===== src/rtl/iterative_shifter.sv =====
// iterative_shifter: multi-cycle SLL/SRL/SRA/ROL unit shifting up to STEP bits per cycle,
// with a valid/ready handshake on both the operand and the held result.
module iterative_shifter #(
    parameter int WIDTH = 32,
    parameter int STEP = 1,
    localparam int SHAMT_W = $clog2(WIDTH)
) (
    input  logic               clock,
    input  logic               reset_n,
    input  logic               flush,
    input  logic               in_valid,
    output logic               in_ready,
    input  logic [WIDTH-1:0]   operand,
    input  logic [SHAMT_W-1:0] shamt,
    input  logic [1:0]         mode,
    output logic               out_valid,
    input  logic               out_ready,
    output logic [WIDTH-1:0]   result,
    output logic               busy
);
    localparam logic [1:0] S_IDLE = 2'd0, S_SHIFT = 2'd1, S_DONE = 2'd2;
    localparam logic [1:0] M_SLL = 2'd0, M_SRL = 2'd1, M_SRA = 2'd2;
    logic [1:0]         r_state;
    logic [WIDTH-1:0]   r_data;
    logic [SHAMT_W-1:0] r_rem;
    logic [1:0]         r_mode;
    logic [SHAMT_W-1:0] w_k;
    logic [SHAMT_W:0]   w_ror;
    logic               w_last;
    logic [WIDTH-1:0]   w_step;
    // Compare one bit wider so STEP == WIDTH never wraps.
    always_comb begin
        w_last = {1'b0, r_rem} <= (SHAMT_W+1)'(STEP);
        w_k    = w_last ? r_rem : SHAMT_W'(STEP);
        w_ror  = (SHAMT_W+1)'(WIDTH) - {1'b0, w_k};
        w_step = r_mode == M_SLL ? r_data << w_k :
                 r_mode == M_SRL ? r_data >> w_k :
                 r_mode == M_SRA ? WIDTH'($signed(r_data) >>> w_k) :
                 (r_data << w_k) | (r_data >> w_ror);
    end
    always_ff @(posedge clock or negedge reset_n) begin
        if (!reset_n) begin
            r_state <= S_IDLE;
            r_data  <= '0;
            r_rem   <= '0;
            r_mode  <= M_SLL;
        end else if (flush) begin
            r_state <= S_IDLE;
            r_rem   <= '0;
        end else if (r_state == S_IDLE && in_valid) begin
            r_data  <= operand;
            r_rem   <= shamt;
            r_mode  <= mode;
            r_state <= shamt == '0 ? S_DONE : S_SHIFT;
        end else if (r_state == S_SHIFT) begin
            r_data  <= w_step;
            r_rem   <= r_rem - w_k;
            if (w_last) r_state <= S_DONE;
        end else if (r_state == S_DONE && out_ready) begin
            r_state <= S_IDLE;
        end
    end
    assign in_ready  = r_state == S_IDLE;
    assign out_valid = r_state == S_DONE;
    assign busy      = r_state != S_IDLE;
    assign result    = r_data;
endmodule


===== config.mk =====
export PLATFORM = sky130hd
export DESIGN_NAME = iterative_shifter
export DESIGN_NICKNAME = d
export VERILOG_FILES = /design/src/rtl/iterative_shifter.sv
export SDC_FILE = /design/constraint.sdc
export NUM_CORES = 1
export LEC_CHECK = 0
export ABC_AREA = 0
export BUFFER_PORTS_ARGS = -buffer_cell sky130_fd_sc_hd__buf_2
export CORE_MARGIN = 2
export CORE_UTILIZATION = 54
export CTS_CLUSTER_SIZE = 8
export DETAILED_ROUTE_END_ITERATION = 12
export PLACE_DENSITY_LB_ADDON = 0.08
export SYNTH_ARGS = -nofsm -noshare
export SYNTH_HDL_FRONTEND = slang
export SYNTH_SLANG_ARGS = --single-unit

===== constraint.sdc =====
create_clock -name clock -period 4.9 [get_ports clock]
set_input_delay 0.49 -clock clock [delete_from_list [all_inputs] [get_ports clock]]
set_output_delay 0.49 -clock clock [all_outputs]
set_load 0.1 [all_outputs]

# --- Word level (Yosys, flattened, before mapping) ---
# Index checks and enable logic that the tools add are counted.
op_classes:
  n_addsub: 2
  n_lt_le_gt_ge: 1
  eq_ne: 5
  shift: 4
  muxes: 15
  bitwise_logic: 2
  reduce_logical: 12
ops:
  columns: ["op", "n"]
  rows:
  - ["$mux W32", 5]
  - ["$or A32 B32 Y32", 1]
  - ["$shl A32 B5 Y32", 1]
  - ["$shr A32 B5 Y32", 1]
  - ["$shr A32 B6 Y32", 1]
  - ["$sshr A32 B5 Y32", 1]
  - ["$mux W5", 4]
  - ["$mux W2", 6]
  - ["$reduce_and A2 Y1", 3]
  - ["$sub A6 B5 Y6 const A", 1]
  - ["$le A5 B1 Y1 const B", 1]
  - ["$logic_not A5 Y1", 1]
  - ["$sub A5 B5 Y5", 1]
  - ["$eq A2 B1 Y1 const B", 2]
  - ["$eq A2 B2 Y1 const B", 2]
  - ["$logic_not A2 Y1", 2]
  - ["$ne A4 B4 Y1 const B", 1]
  - ["$reduce_bool A2 Y1", 2]
  - ["$reduce_bool A4 Y1", 1]
  - ["$reduce_bool A3 Y1", 1]
  - ["$logic_and A1 B1 Y1", 2]
  - ["$not A1 Y1", 1]
word_totals:
  ff_bits: 41
  in_bits: 44
  output_inout_bits: 35
  word_cells: 45

# --- Depth between registers and ports, before layout ---
depth:
  ltp_word: 10
  mapped_depth: 15
  depth_no_buf: 9

# --- Worst setup path after synthesis ---
# Ideal clock, no wire load.
synth_path:
  kind: "flip-flop to flip-flop"
  startpoint: "register r_rem[1]"
  endpoint: "register r_data[10], in the netlist result[10]"
  setup_time_ns: 0.082
  t_arrival_ns: 3.329
  path_slack_ns: 1.489
  stages_incl_launch_ff: 14
  n_path_buf: 5
  synth_period_minus_slack_ns: 3.411
  path_cell_list: "dfrtp_1 or4_1 buf_2 or2_1 buf_6 inv_4 buf_12 buf_2 ha_1 clkbuf_1 inv_1 nor4_1 o221ai_1 a31oi_1"
synth_via:
  elab_chain_len: 10
  word_cells_on_any_way: 13
synth_lines:
  columns: ["item", "line", "rtl"]
  rows:
  - ["start: declaration", "25", "logic [SHAMT_W-1:0] r_rem;"]
  - ["start signal: assignment", "52", "r_rem <= shamt;"]
  - ["start signal: assignment", "57", "r_rem <= r_rem - w_k;"]
  - ["$le A5 B1 Y1", "33", "w_last = {1'b0, r_rem} <= (SHAMT_W+1)'(STEP);"]
  - ["$mux W5 *", "34", "w_k = w_last ? r_rem : SHAMT_W'(STEP);"]
  - ["$sub A6 B5 Y6", "35", "w_ror = (SHAMT_W+1)'(WIDTH) - {1'b0, w_k};"]
  - ["$shr A32 B6 Y32", "39", "(r_data << w_k) | (r_data >> w_ror);"]
  - ["$or A32 B32 Y32", "39", null]
  - ["$mux W32", "38", "r_mode == M_SRA ? WIDTH'($signed(r_data) >>> w_k) :"]
  - ["$mux W32", "37", "r_mode == M_SRL ? r_data >> w_k :"]
  - ["$mux W32 *", "36", "w_step = r_mode == M_SLL ? r_data << w_k :"]
  - ["$mux W32 *", "55", "end else if (r_state == S_SHIFT) begin"]
  - ["$mux W32 *", "50", "end else if (r_state == S_IDLE && in_valid) begin"]
  - ["end signal: assignment", "51", "r_data <= operand;"]
  - ["end signal: assignment", "56", "r_data <= w_step;"]
  - ["end: declaration", "24", "logic [WIDTH-1:0] r_data;"]
# Every way passes the cells marked *; elsewhere a longest branch is shown, timed or not. The select of a mux whose other input is x is not followed.
# A chain may end at the register's enable or synchronous reset.

# --- Worst setup path in the final report ---
layout_path:
  startpoint: "register r_rem[1]"
  endpoint: "register r_data[21], in the netlist result[21]"
# Same word-level chain as after synthesis.

==> impl_metrics.json <==
{
  "fmax_mhz": 251,
  "overflow": 0,
  "cts_inserted_buffers": 5,
  "hp-class": "in -> async",
  "r2r-start": "r_rem[1]$_DFFE_PN0P_",
  "fill_cells": 507,
  "final_common_cell": "buf_2",
  "finalNonFillerCells": 533,
  "grt_pass1_vias": 3176,
  "io_buffers": 78,
  "synth_edf_count": 0,
  "slew_headroom_pct": 19.8,
  "ys_warn_count": 0,
  "grt_max_degree": 42,
  "drive_gt1_share_pct": 25.8,
  "clockBufferDepth": 2,
  "fin_ws_ns": 0.924,
  "cts_htree_levels": 2,
  "post-cts-setup-buffer-count": 0,
  "critPathMaxFanout": 28,
  "synth_area_um2": 3120,
  "drtAntennaViolNets": 0,
  "ioPinCount": 79,
  "firstDrtPassIters": 5,
  "grt_pass1_wl_mm": 15.9,
  "hold_violations": 0,
  "place_ws_ns": 1.02,
  "cts_resized": 0,
  "clkTransAtPathRegs_ns": 0.08,
  "fin_crit_sh_pct": 81.1,
  "die_y_um": 80.0,
  "place_hpwl_mm": 6.62,
  "routed_wl_mm": 9.57,
  "setup_tns_ns": 0,
  "crit_start": "r_rem[1]$_DFFE_PN0P_",
  "antenna_found_initial": 0,
  "cts_tree": "done",
  "synth_area_per_cell_um2": 7.81,
  "num_vias": 3455,
  "cp_slowest_stage_delay_ns": 0.73,
  "fin_nets": 506,
  "async_flop_share_pct": 100,
  "path_cells": "or4_1, or2_1, inv_4, ha_1, nand4b_1, or2_2, a311oi_1, a21oi_1, o21ai_0",
  "route.detailed.vias_per_inst": 6.48,
  "clock-sinks": 41,
  "drc": 0,
  "initial_core_util_pct": 56.3,
  "finalCriticalPeriod_ns": 3.98,
  "cpMaxStageDelayCell": "or4_1",
  "antennaDiodeCount": 0,
  "final_util_pct": 65.8,
  "routedWlPerCell_um": 18.0,
  "startpoint_type": "flip-flop",
  "arrival_ns": 4.20,
  "dr.first_iter.drc_count": 452,
  "slew_violations": 0,
  "cp.required_ns": 5.12,
  "coreArea_um2": 5540,
  "finalSetupViolations": 0,
  "synth_seq_cells": 41,
  "tightest_slew_ns": 1.20,
  "die-area_um2": 6400,
  "cp-end-kind": "flip-flop",
  "most-common-layout-cells": "buf_2, nand2_1, a21oi_1",
  "grtUsageTotal_pct": 31.8,
  "synth_seq_area_share_pct": 32.9,
  "rsz0062_at_grt": "no",
  "ctsHoldBuffers": 0,
  "cap_violations": 0,
  "path_class": "reg -> reg",
  "dp_cells": 525,
  "num_rows": 27,
  "root_buffer": "clkbuf_8",
  "area_growth_pct": 16.9,
  "routabilityCongestion": 0.914,
  "syn-instance-count": 399,
  "ys.flop_type": "dfrtp_1",
  "dieWidth_um": 80.0,
  "synth_nets": 445,
  "ys_types": 51,
  "clk_latency_ns": 0.30,
  "status": "finished clean",
  "finalClockSkew_ns": 0.00330
}
## logic make-up after synthesis
kind of cell	after synthesis	synth area share, %
AOI/OAI and AO/OA	150	29.6
and+or+nand+nor	133	19.0
DFF	41	32.9
buffers and inverters	41	5.86
muxes	27	10.4
adders and majority gates	4	1.49
xor gates and xnor gates	2	0.562
other	1	0.120
## per-stage QoR
stage / instance area (um^2) / hold WS [ns]
2_1_floorplan: 3120 / 0.194
3_3_place_gp: 3530 / 0.525
3_5_place_dp: 3530 / 0.549
4_1_cts: 3640 / 0.359
5_1_grt: 3640 / 0.392
6_report: 3640 / 0.323
## sequential cells by signal, summed over array words and instances (netlist names)
| register | flops |
|---|---|
| result | 32 |
| r_state | 2 |
| r_mode | 2 |
| r_rem | 5 |
## final timing paths
check,cells past startpoint,end,slack (ns)
min reg2reg,2,r_rem[4]$_DFFE_PN0P_,0.59
min in group clock,3,r_mode[0]$_DFFE_PN0P_,0.41
max reg2reg,9,result[21]$_DFFE_PN0P_,0.92
max,9,result[21]$_DFFE_PN0P_,0.92
max in group asynchronous,1,result[9]$_DFFE_PN0P_,4.00
min,1,result[26]$_DFFE_PN0P_,0.32
## critical path: cells and delay by family (launching register included)
kind / cells / cell delay, ns
and+or+nand+nor: 4 / 1.99
AOI/OAI and AO/OA: 3 / 0.47
buffers and inverters: 1 / 0.38
adders and majority gates: 1 / 0.57
DFF: 1 / 0.45
## metal layers
metal	vias up	part of all wire [%]	GRT usage, %	wire length, um
li1	1599	-	-	-
met1	1605	42	44.1	4060
met2	223	46	50.3	4410
met3	28	9.3	4.41	889
met4	0	2.2	11.5	213
met5	-	0	0	0
## layout make-up
type	count	area, um^2	share of cell area (%)
Timing Repair Buffer	85	443	12.2
Inverter	10	40.0	1.10
Tap cell	72	90.1	2.47
Clock buffer	7	86.3	2.37
Sequential cell	41	1030	28.2
Multi-Input combinational cell	317	1930	52.9
Clock inverter	1	30.0	0.824
## Yosys cell counts, drive strengths merged (2+ instances only)
master	number	share of area [%]
nand2	55	6.6
a21oi	45	7.2
dfrtp	41	33
o21ai	36	5.8
nor2	30	3.6
clkbuf	27	3.3
a31oi	15	3.0
nand3	15	2.4
mux2	13	4.7
o22ai	13	2.6
nor3	12	1.9
mux2i	11	3.5
inv	10	1.3
a211oi	8	1.9
nand2b	7	1.4
o211ai	7	1.7
a22oi	5	1.2
buf	4	1.3
o221ai	4	1.1
or2	4	0.80
a221o	3	0.96
mux4	3	2.2
nor2b	3	0.60
ha	2	0.80
maj3	2	0.68
nor3b	2	0.48
nor4	2	0.40
o31ai	2	0.48
o41ai	2	0.80
or4	2	0.48
Power is left out: the tool's default activity adds up to more than one toggle a clock period on the data nets, which glitch-free logic cannot reach.
